--- config.mk ---
export PLATFORM = sky130hd
export DESIGN_NAME = mux_32
export DESIGN_NICKNAME = d
export VERILOG_FILES = /design/src/rtl/mux_32.sv
export SDC_FILE = /design/constraint.sdc
export NUM_CORES = 1
export LEC_CHECK = 0
export ABC_AREA = 1
export BUFFER_PORTS_ARGS = -buffer_cell sky130_fd_sc_hd__buf_2
export CELL_PAD_IN_SITES_DETAIL_PLACEMENT = 0
export CELL_PAD_IN_SITES_GLOBAL_PLACEMENT = 1
export CORE_AREA = 2 2 68 102
export CTS_BUF_LIST = sky130_fd_sc_hd__clkbuf_8
export CTS_CLUSTER_SIZE = 8
export DETAILED_ROUTE_END_ITERATION = 8
export DIE_AREA = 0 0 70 104
export GPL_TIMING_DRIVEN = 0
export PLACE_DENSITY = 0.74
export SLEW_MARGIN = 5
export SYNTH_ARGS = -nofsm -noshare
export SYNTH_HDL_FRONTEND = slang
export SYNTH_SLANG_ARGS = --single-unit
export TNS_END_PERCENT = 20
--- constraint.sdc ---
create_clock -name clk -period 0.8 [get_ports clk]
set_input_delay 0 -clock clk [delete_from_list [all_inputs] [get_ports clk]]
set_output_delay 0 -clock clk [all_outputs]
set_load 0.02 [all_outputs]
--- src/rtl/mux_32.sv ---
// 2:1 word selector for the datapath: combinational output C plus a registered copy C_reg
// for pipeline-stage use. Only C_reg is affected by clk and rst.
module mux_32 #(
    parameter int unsigned WIDTH = 32
) (
    input  logic             clk,
    input  logic             rst,
    input  logic [WIDTH-1:0] A,
    input  logic [WIDTH-1:0] B,
    input  logic             select,
    output logic [WIDTH-1:0] C,
    output logic [WIDTH-1:0] C_reg
);

    logic [WIDTH-1:0] c_reg_d;
    logic [WIDTH-1:0] c_reg_q;

    // ?: keeps bits where A == B resolved when select is X/Z.
    always_comb begin
        C = select ? B : A;
    end

    always_comb begin
        c_reg_d = C;
    end

    always_ff @(posedge clk or posedge rst) begin
        if (rst) begin
            c_reg_q <= '0;
        end else begin
            c_reg_q <= c_reg_d;
        end
    end

    assign C_reg = c_reg_q;

endmodule

==> results.md, run 1 <==
* Status: finished with violations
* Failing checks: negative hold slack, negative setup slack
* YS warnings at 0
* Pre-CTS setup slack at 118 ps
* Vias at 1480
* Post-route setup slack at -13.4 ps
* Critical Path RT at 800 ps
* Delay-heaviest family, CP: flip-flops
* Worst Path Max Fanout at 1
* Detailed-route DRC error count at 0
* Clk sinks at 32
* GR Util All Layers at 12.8%
* Max_cap viols at 0
* Max Clk Rate at 1230 MHz
* Count of unique library cells instantiated by Yosys at 8
* Cells after Synth at 137
* Crit Path Class: flip-flop to primary output
* WL final at 4470 um
* Total CTS buffers at 5
* Die area at 7280 sq um
* Ports at 131
* Area growth, synth to finish at 93.7%
* Vias per cell at 3.93
* # rows at 36
* RSZ-0062 raised after global routing: true
* Worst path buffer plus inverter count at 1
* Maximum clock insertion buffer count at 2
* Gpl congestion at 0.755
* Worst path max stage delay at 390 ps
* CP arrival at 810 ps
* Synth Net Count at 204
* Final setup violation count at 8
* CTS tree: built
* Dpl hpwl at 3300 um
* Post-CTS Setup Bufs at 0
* Power density over cell area at 1740 nW/um^2
* Minimum clock period at 813 ps
* Antenna cells at 0
* Register area at 801 sq um
* Max reg flops at 32
* Cell leakage power at 1.51 nW
* Final hold slack at -171 ps
* Final hold violation count at 37
* Commonest non-fill, non-tap cells in the layout: 116 x buf_2, 86 x nand2_1, 32 x dfrtp_1
* Slowest cell on the critical path: dfrtp_1
* Setup crit start kind: flip-flop
* Largest net degree at the start of global routing at 33
* Hold buffers post-CTS at 30
* DR WL/cell at 11.8 um
* Root Driver: clkbuf_8
* Clock transition at the registers of the reported paths at 70 ps
* Drt initial violations at 41
* CP Capture Type: primary output
* Antenna Nets Post-Route at 0
* Vias in the first global route at 1498
* Die height at 104 um
* Port bufs at 129
* Area of the multi-input gates at 385 sq um
* Drt pass-1 iters at 4
* Syn Std Cell Area at 1300 sq um
* Tot Pwr at 4.36 mW
* H-tree depth at 2
* Global-route wire length before repair at 7210 um
* CP cell instances: buf_6
* Nets@finish at 367
* Die X at 70 um
* Post-synthesis sequential area ratio at 61.8%
* Syn Area/Cell at 9.46 sq um
* Commonest non-fill, non-tap cell in the layout: buf_2
* Share of cells above drive strength 1 at 51.8%
* Period utilization at 102%
* Slew headroom at 51.8%
* Final Max Tran Viols at 0
* Initial Util at 20.3%
* Worst vdd ir at 0.000819 V
* Worst Tran Pin Value at 722 ps
* Grt total ovfl at 0
* Seq cells post-synth at 32
* Core area at 6400 sq um
* Min-Delay Path Class: primary input to asynchronous set/reset pin
* Antenna violations before repair at 0
* Fillers at 694
==> stage by stage <==
| stage | cells | TNS [ps] | utilization, % | cell area, sq um |
|---|---|---|---|---|
| 2_1_floorplan | 137 | 0 | - | 1300 |
| 3_3_place_gp | 342 | -15940 | 31.8 | 2040 |
| 3_5_place_dp | 342 | 0 | 31.8 | 2040 |
| 4_1_cts | 380 | -606 | 38.7 | 2470 |
| 5_1_grt | 377 | -1110 | 39.3 | 2510 |
| 6_report | 377 | -27.5 | 39.3 | 2510 |
==> cell usage after synthesis (all sizes together) <==
cell type	instances	area, sq um
dfrtp	32	801
nand2	96	385
clkbuf	3	41.3
inv	2	15.0
buf	4	53.8
==> logic make-up (layout without fill, tap and decap cells) <==
family	count (synthesis)	in the layout	synth area share [%]
simple gates	96	96	29.7
flops	32	32	61.8
buf+inv	9	173	8.49
==> metal layers <==
metal | GRT usage, % | vias to the layer above | wire length [um]
met4 | 5.91 | 0 | 102
met1 | 13.6 | 670 | 1630
met5 | 0 | - | 0
met3 | 4.17 | 9 | 313
met2 | 22.6 | 67 | 2420
li1 | - | 734 | -
==> layout make-up <==
class,count,area share (%)
multi-input combinational,96,15.3
sequential,32,31.9
inverter,2,0.598
timing repair buffer,156,40.3
clock buffer,6,3.29
tap,76,3.79
clock inverter,2,0.399
buffer,7,4.38
==> final timing paths <==
path / from / end / slack, ps / depth (start not counted)
worst max-delay path: C_reg[19]$_DFF_PP0_ / C_reg[19] / -10 / 1
worst min-delay path: rst / C_reg[15]$_DFF_PP0_ / -170 / 2
max in group asynchronous: rst / C_reg[6]$_DFF_PP0_ / 510 / 2
min in group clk: A[15] / C_reg[15]$_DFF_PP0_ / -80 / 3
==> power breakdown <==
| part | switching [mW] | internal (mW) |
|---|---|---|
| Clock | 0.616 | 0.686 |
| Sequential | 0.0397 | 1.74 |
| Combinational | 0.691 | 0.589 |
==> timing repair <==
| action | 4_1_cts | 5_1_grt |
|---|---|---|
| gates resized for setup | 14 | 23 |
| endpoints found under the setup margin | 32 | 57 |
| pin swaps | 0 | 2 |
| hold endpoints to repair | 64 | 37 |
| gates cloned | 0 | 0 |
Power figures use the tool's default switching activity.
==> run 2: changes to the inputs <==
- SKIP_LAST_GASP: not set -> 1
==> results.md, run 2 (synthesized netlist as in run 1, its figures left out) <==
* Wl on met1 at 1640 um
* Worst Tran Pin Value at 724 ps
* Area growth, synth to finish at 91.6%
* Minimum clock period at 812 ps
* Clk sinks at 32
* Vias at 1481
* Fillers at 702
* Register area at 801 sq um
* Final setup violation count at 8
* Largest net degree at the start of global routing at 33
* Dpl hpwl at 3300 um
* Max reg flops at 32
* CP arrival at 810 ps
* Vias per cell at 3.93
* Commonest non-fill, non-tap cells in the layout: 117 x buf_2, 86 x nand2_1, 32 x dfrtp_1
* Final Max Tran Viols at 0
* Maximum clock insertion buffer count at 2
* Met2 wire len at 2400 um
* Initial Util at 20.3%
* Drt initial violations at 40
* Slew headroom at 51.7%
* Grt total ovfl at 0
* WL final at 4460 um
* Tot Pwr at 4.34 mW
* Final hold slack at -170 ps
* Hold buffers post-CTS at 30
* Port bufs at 129
* Die area at 7280 sq um
* Drt pass-1 iters at 4
* Failing checks: negative hold slack, negative setup slack
* Die X at 70 um
* GR Util All Layers at 12.8%
* Worst Path Max Fanout at 1
* Area of the multi-input gates at 385 sq um
* Max_cap viols at 0
* CP cell instances: buf_6
* Power density over cell area at 1750 nW/um^2
* Worst path max stage delay at 390 ps
* Final hold violation count at 37
* Worst vdd ir at 0.000823 V
* Setup crit start kind: flip-flop
* Delay-heaviest family, CP: flip-flops
* RSZ-0062 raised after global routing: true
* Antenna cells at 0
* Critical Path RT at 800 ps
* CP Capture Type: primary output
* Slowest cell on the critical path: dfrtp_1
* # rows at 36
* Global-route wire length before repair at 7180 um
* Fin area at 2480 sq um
* Core area at 6400 sq um
* Top sig layer: met4
* Min-Delay Path Class: primary input to asynchronous set/reset pin
* DR WL/cell at 11.8 um
* Antenna Nets Post-Route at 0
* Worst path buffer plus inverter count at 1
* Clock transition at the registers of the reported paths at 70 ps
* Share of cells above drive strength 1 at 51.8%
* Max Clk Rate at 1230 MHz
* Antenna violations before repair at 0
* DR WL met3 at 319 um
* Nets@finish at 367
* Gpl congestion at 0.755
* Detailed-route DRC error count at 0
* Period utilization at 102%
* Ports at 131
* Commonest non-fill, non-tap cell in the layout: buf_2
* Cell leakage power at 1.45 nW
* Post-place instance area at 2040 sq um
* Crit Path Class: flip-flop to primary output
* Root Driver: clkbuf_8
* Status: finished with violations
* H-tree depth at 2
* CTS tree: built
* Vias in the first global route at 1492
* Die height at 104 um
* Total CTS buffers at 5
* Post-route setup slack at -12.1 ps
run 2: cell types whose count changed in the layout (fill, tap and decap cells not counted), sizes merged:
cell	previous run	this run
buf	135	134
dlymetal6s4s	6	0
clkbuf	7	8
dlygate4sd3	21	27
run 2: what timing repair did:
action                                 4_1_cts  5_1_grt
gates cloned                                 0        0
setup endpoints to repair                   32       57
setup buffers                                0        0
endpoints found under the hold margin       64       37
resized for setup                           12       15
run 2: where the power goes:
part	switching (mW)	internal (mW)
registers	0.0385	1.74
logic	0.691	0.572
clock network	0.618	0.686
run 2: metal layers:
metal,track usage [%],up-vias
met2,22.4,67
li1,-,734
met1,13.6,671
met4,5.91,0
met5,0,-
met3,4.17,9
run 2: worst max path at each step:
stage | slack (ps) | cells after the start | start | endpoint
floorplan | 110 | 1 | rst | C_reg[0]$_DFF_PP0_
global placement | -500 | 2 | rst | C_reg[7]$_DFF_PP0_
detailed placement | 120 | 2 | rst | C_reg[6]$_DFF_PP0_
CTS | -40 | 1 | C_reg[19]$_DFF_PP0_ | C_reg[19]
global route | -60 | 1 | C_reg[19]$_DFF_PP0_ | C_reg[19]
finish | -10 | 1 | C_reg[19]$_DFF_PP0_ | C_reg[19]
run 2: cell type report:
type,instances,share of cell area (%)
inverter,2,0.605
tap,76,3.83
multi-input combinational,96,15.5
sequential,32,32.2
buffer,7,4.18
clock buffer,6,3.32
clock inverter,2,0.403
timing repair buffer,156,39.9
run 2: per-stage QoR:
| stage | hold WS [ps] | std cells | setup slack (ps) | setup TNS (ps) | util, % |
|---|---|---|---|---|---|
| after floorplan | 116 | 137 | 109 | 0 | - |
| after global placement | 212 | 342 | -500 | -15940 | 31.8 |
| after detailed placement | 174 | 342 | 118 | 0 | 31.8 |
| after CTS | -153 | 380 | -41.7 | -618 | 38.6 |
| after global routing | -114 | 377 | -60.7 | -1400 | 38.8 |
| final | -170 | 377 | -12.1 | -38.5 | 38.8 |
==> run 3: changes to the inputs <==
- CELL_PAD_IN_SITES_DETAIL_PLACEMENT: 0 -> not set
- CELL_PAD_IN_SITES_GLOBAL_PLACEMENT: 1 -> not set
- CORE_AREA: 2 2 68 102 -> 2 2 58 87
- DIE_AREA: 0 0 70 104 -> 0 0 60 89
- PLACE_DENSITY: 0.74 -> 0.69
==> results.md, run 3 (synthesized netlist as in run 1, its figures left out) <==
* Total CTS buffers at 5
* Minimum clock period at 797 ps
* Maximum clock insertion buffer count at 2
* Share of cells above drive strength 1 at 55.6%
* Commonest non-fill, non-tap cells in the layout: 125 x buf_2, 86 x nand2_1, 32 x dfrtp_1
* Final hold violation count at 58
* Die height at 89 um
* Largest net degree at the start of global routing at 33
* Core area at 4540 sq um
* Power density over cell area at 1890 nW/um^2
* RSZ-0062 raised after global routing: true
* Min-Delay Path Class: primary input to asynchronous set/reset pin
* Drt pass-1 iters at 4
* Period utilization at 99.6%
* Final Max Tran Viols at 0
* Clk sinks at 32
* Grt total ovfl at 0
* Area growth, synth to finish at 71.0%
* Die X at 60 um
* Worst Path Max Fanout at 1
* Clock transition at the registers of the reported paths at 60 ps
* Tot Pwr at 4.18 mW
* Max reg flops at 32
* Dpl hpwl at 3110 um
* Vias in the first global route at 1330
* H-tree depth at 2
* Final hold slack at -181 ps
* Crit Path Class: flip-flop to primary output
* Slew headroom at 54.4%
* Vias per cell at 4.07
* CP Capture Type: primary output
* Slowest cell on the critical path: dfrtp_1
* Setup crit start kind: flip-flop
* Worst Tran Pin Value at 683 ps
* # rows at 30
* CP cell instances: buf_6
* Worst path max stage delay at 390 ps
* Global-route wire length before repair at 5780 um
* Vias at 1396
* Failing checks: negative hold slack
* Worst vdd ir at 0.000974 V
* Critical Path RT at 800 ps
* Gpl congestion at 0.712
* WL final at 3900 um
* Final setup violation count at 0
* Antenna violations before repair at 0
* Worst path buffer plus inverter count at 1
* Post-CTS Setup Bufs at 0
* GR Util All Layers at 14.5%
* Initial Util at 28.5%
* Detailed-route DRC error count at 0
* Nets@finish at 346
* Antenna cells at 0
* DR WL/cell at 11.4 um
* Delay-heaviest family, CP: flip-flops
* Root Driver: clkbuf_8
* Ports at 131
* Antenna Nets Post-Route at 0
* Commonest non-fill, non-tap cell in the layout: buf_2
* CTS tree: built
* Die area at 5340 sq um
* Drt initial violations at 54
* Max_cap viols at 0
* CP arrival at 800 ps
* Cell leakage power at 1.33 nW
* Status: finished with violations
* Max Clk Rate at 1250 MHz
* Port bufs at 129
==> run 3: area by class of cell <==
cell class	instances	area [sq um]
Buffer	7	105
Sequential cell	32	801
Multi-Input combinational cell	96	385
Clock buffer	7	96.3
Timing Repair Buffer	135	731
Tap cell	64	80.1
Fill cell	451	2320
Inverter	2	18.8
==> run 3: repair_timing <==
action,in CTS,in global routing
setup endpoints to repair,46,35
pin swaps,0,1
endpoints found under the hold margin,64,61
cloned,0,0
gates resized for setup,1,11
hold buffers,6,3
==> run 3: layer usage <==
metal	share of wire [%]	track usage, %
met1	34	14.3
met2	59	27.6
met3	5.5	3.04
met4	1.4	6.87
met5	0	0
==> run 3: power by group <==
part | leakage (nW) | switching, mW | internal, mW
sequential | 0.383 | 0.0294 | 1.74
clock | 0.0503 | 0.545 | 0.765
combinational | 0.900 | 0.667 | 0.438
==> run 3: path summary, 6_finish.rpt <==
kind,depth (start not counted),from,end
hold / removal,2,rst,C_reg[21]$_DFF_PP0_
setup / recovery,1,C_reg[31]$_DFF_PP0_,C_reg[31]
max in group asynchronous,2,rst,C_reg[14]$_DFF_PP0_
min in group clk,3,A[24],C_reg[24]$_DFF_PP0_
==> run 3: per-stage QoR <==
stage / worst slack [ps] / util, % / TNS (ps) / area [sq um] / std cells
2_1_floorplan: 109 / - / 0 / 1300 / 137
3_3_place_gp: -323 / 44.5 / -10280 / 2020 / 330
3_5_place_dp: -412 / 44.5 / -13120 / 2020 / 330
4_1_cts: -21.9 / 48.0 / -101 / 2180 / 343
5_1_grt: -29.8 / 48.8 / -455 / 2220 / 343
6_report: 2.84 / 48.8 / 0 / 2220 / 343
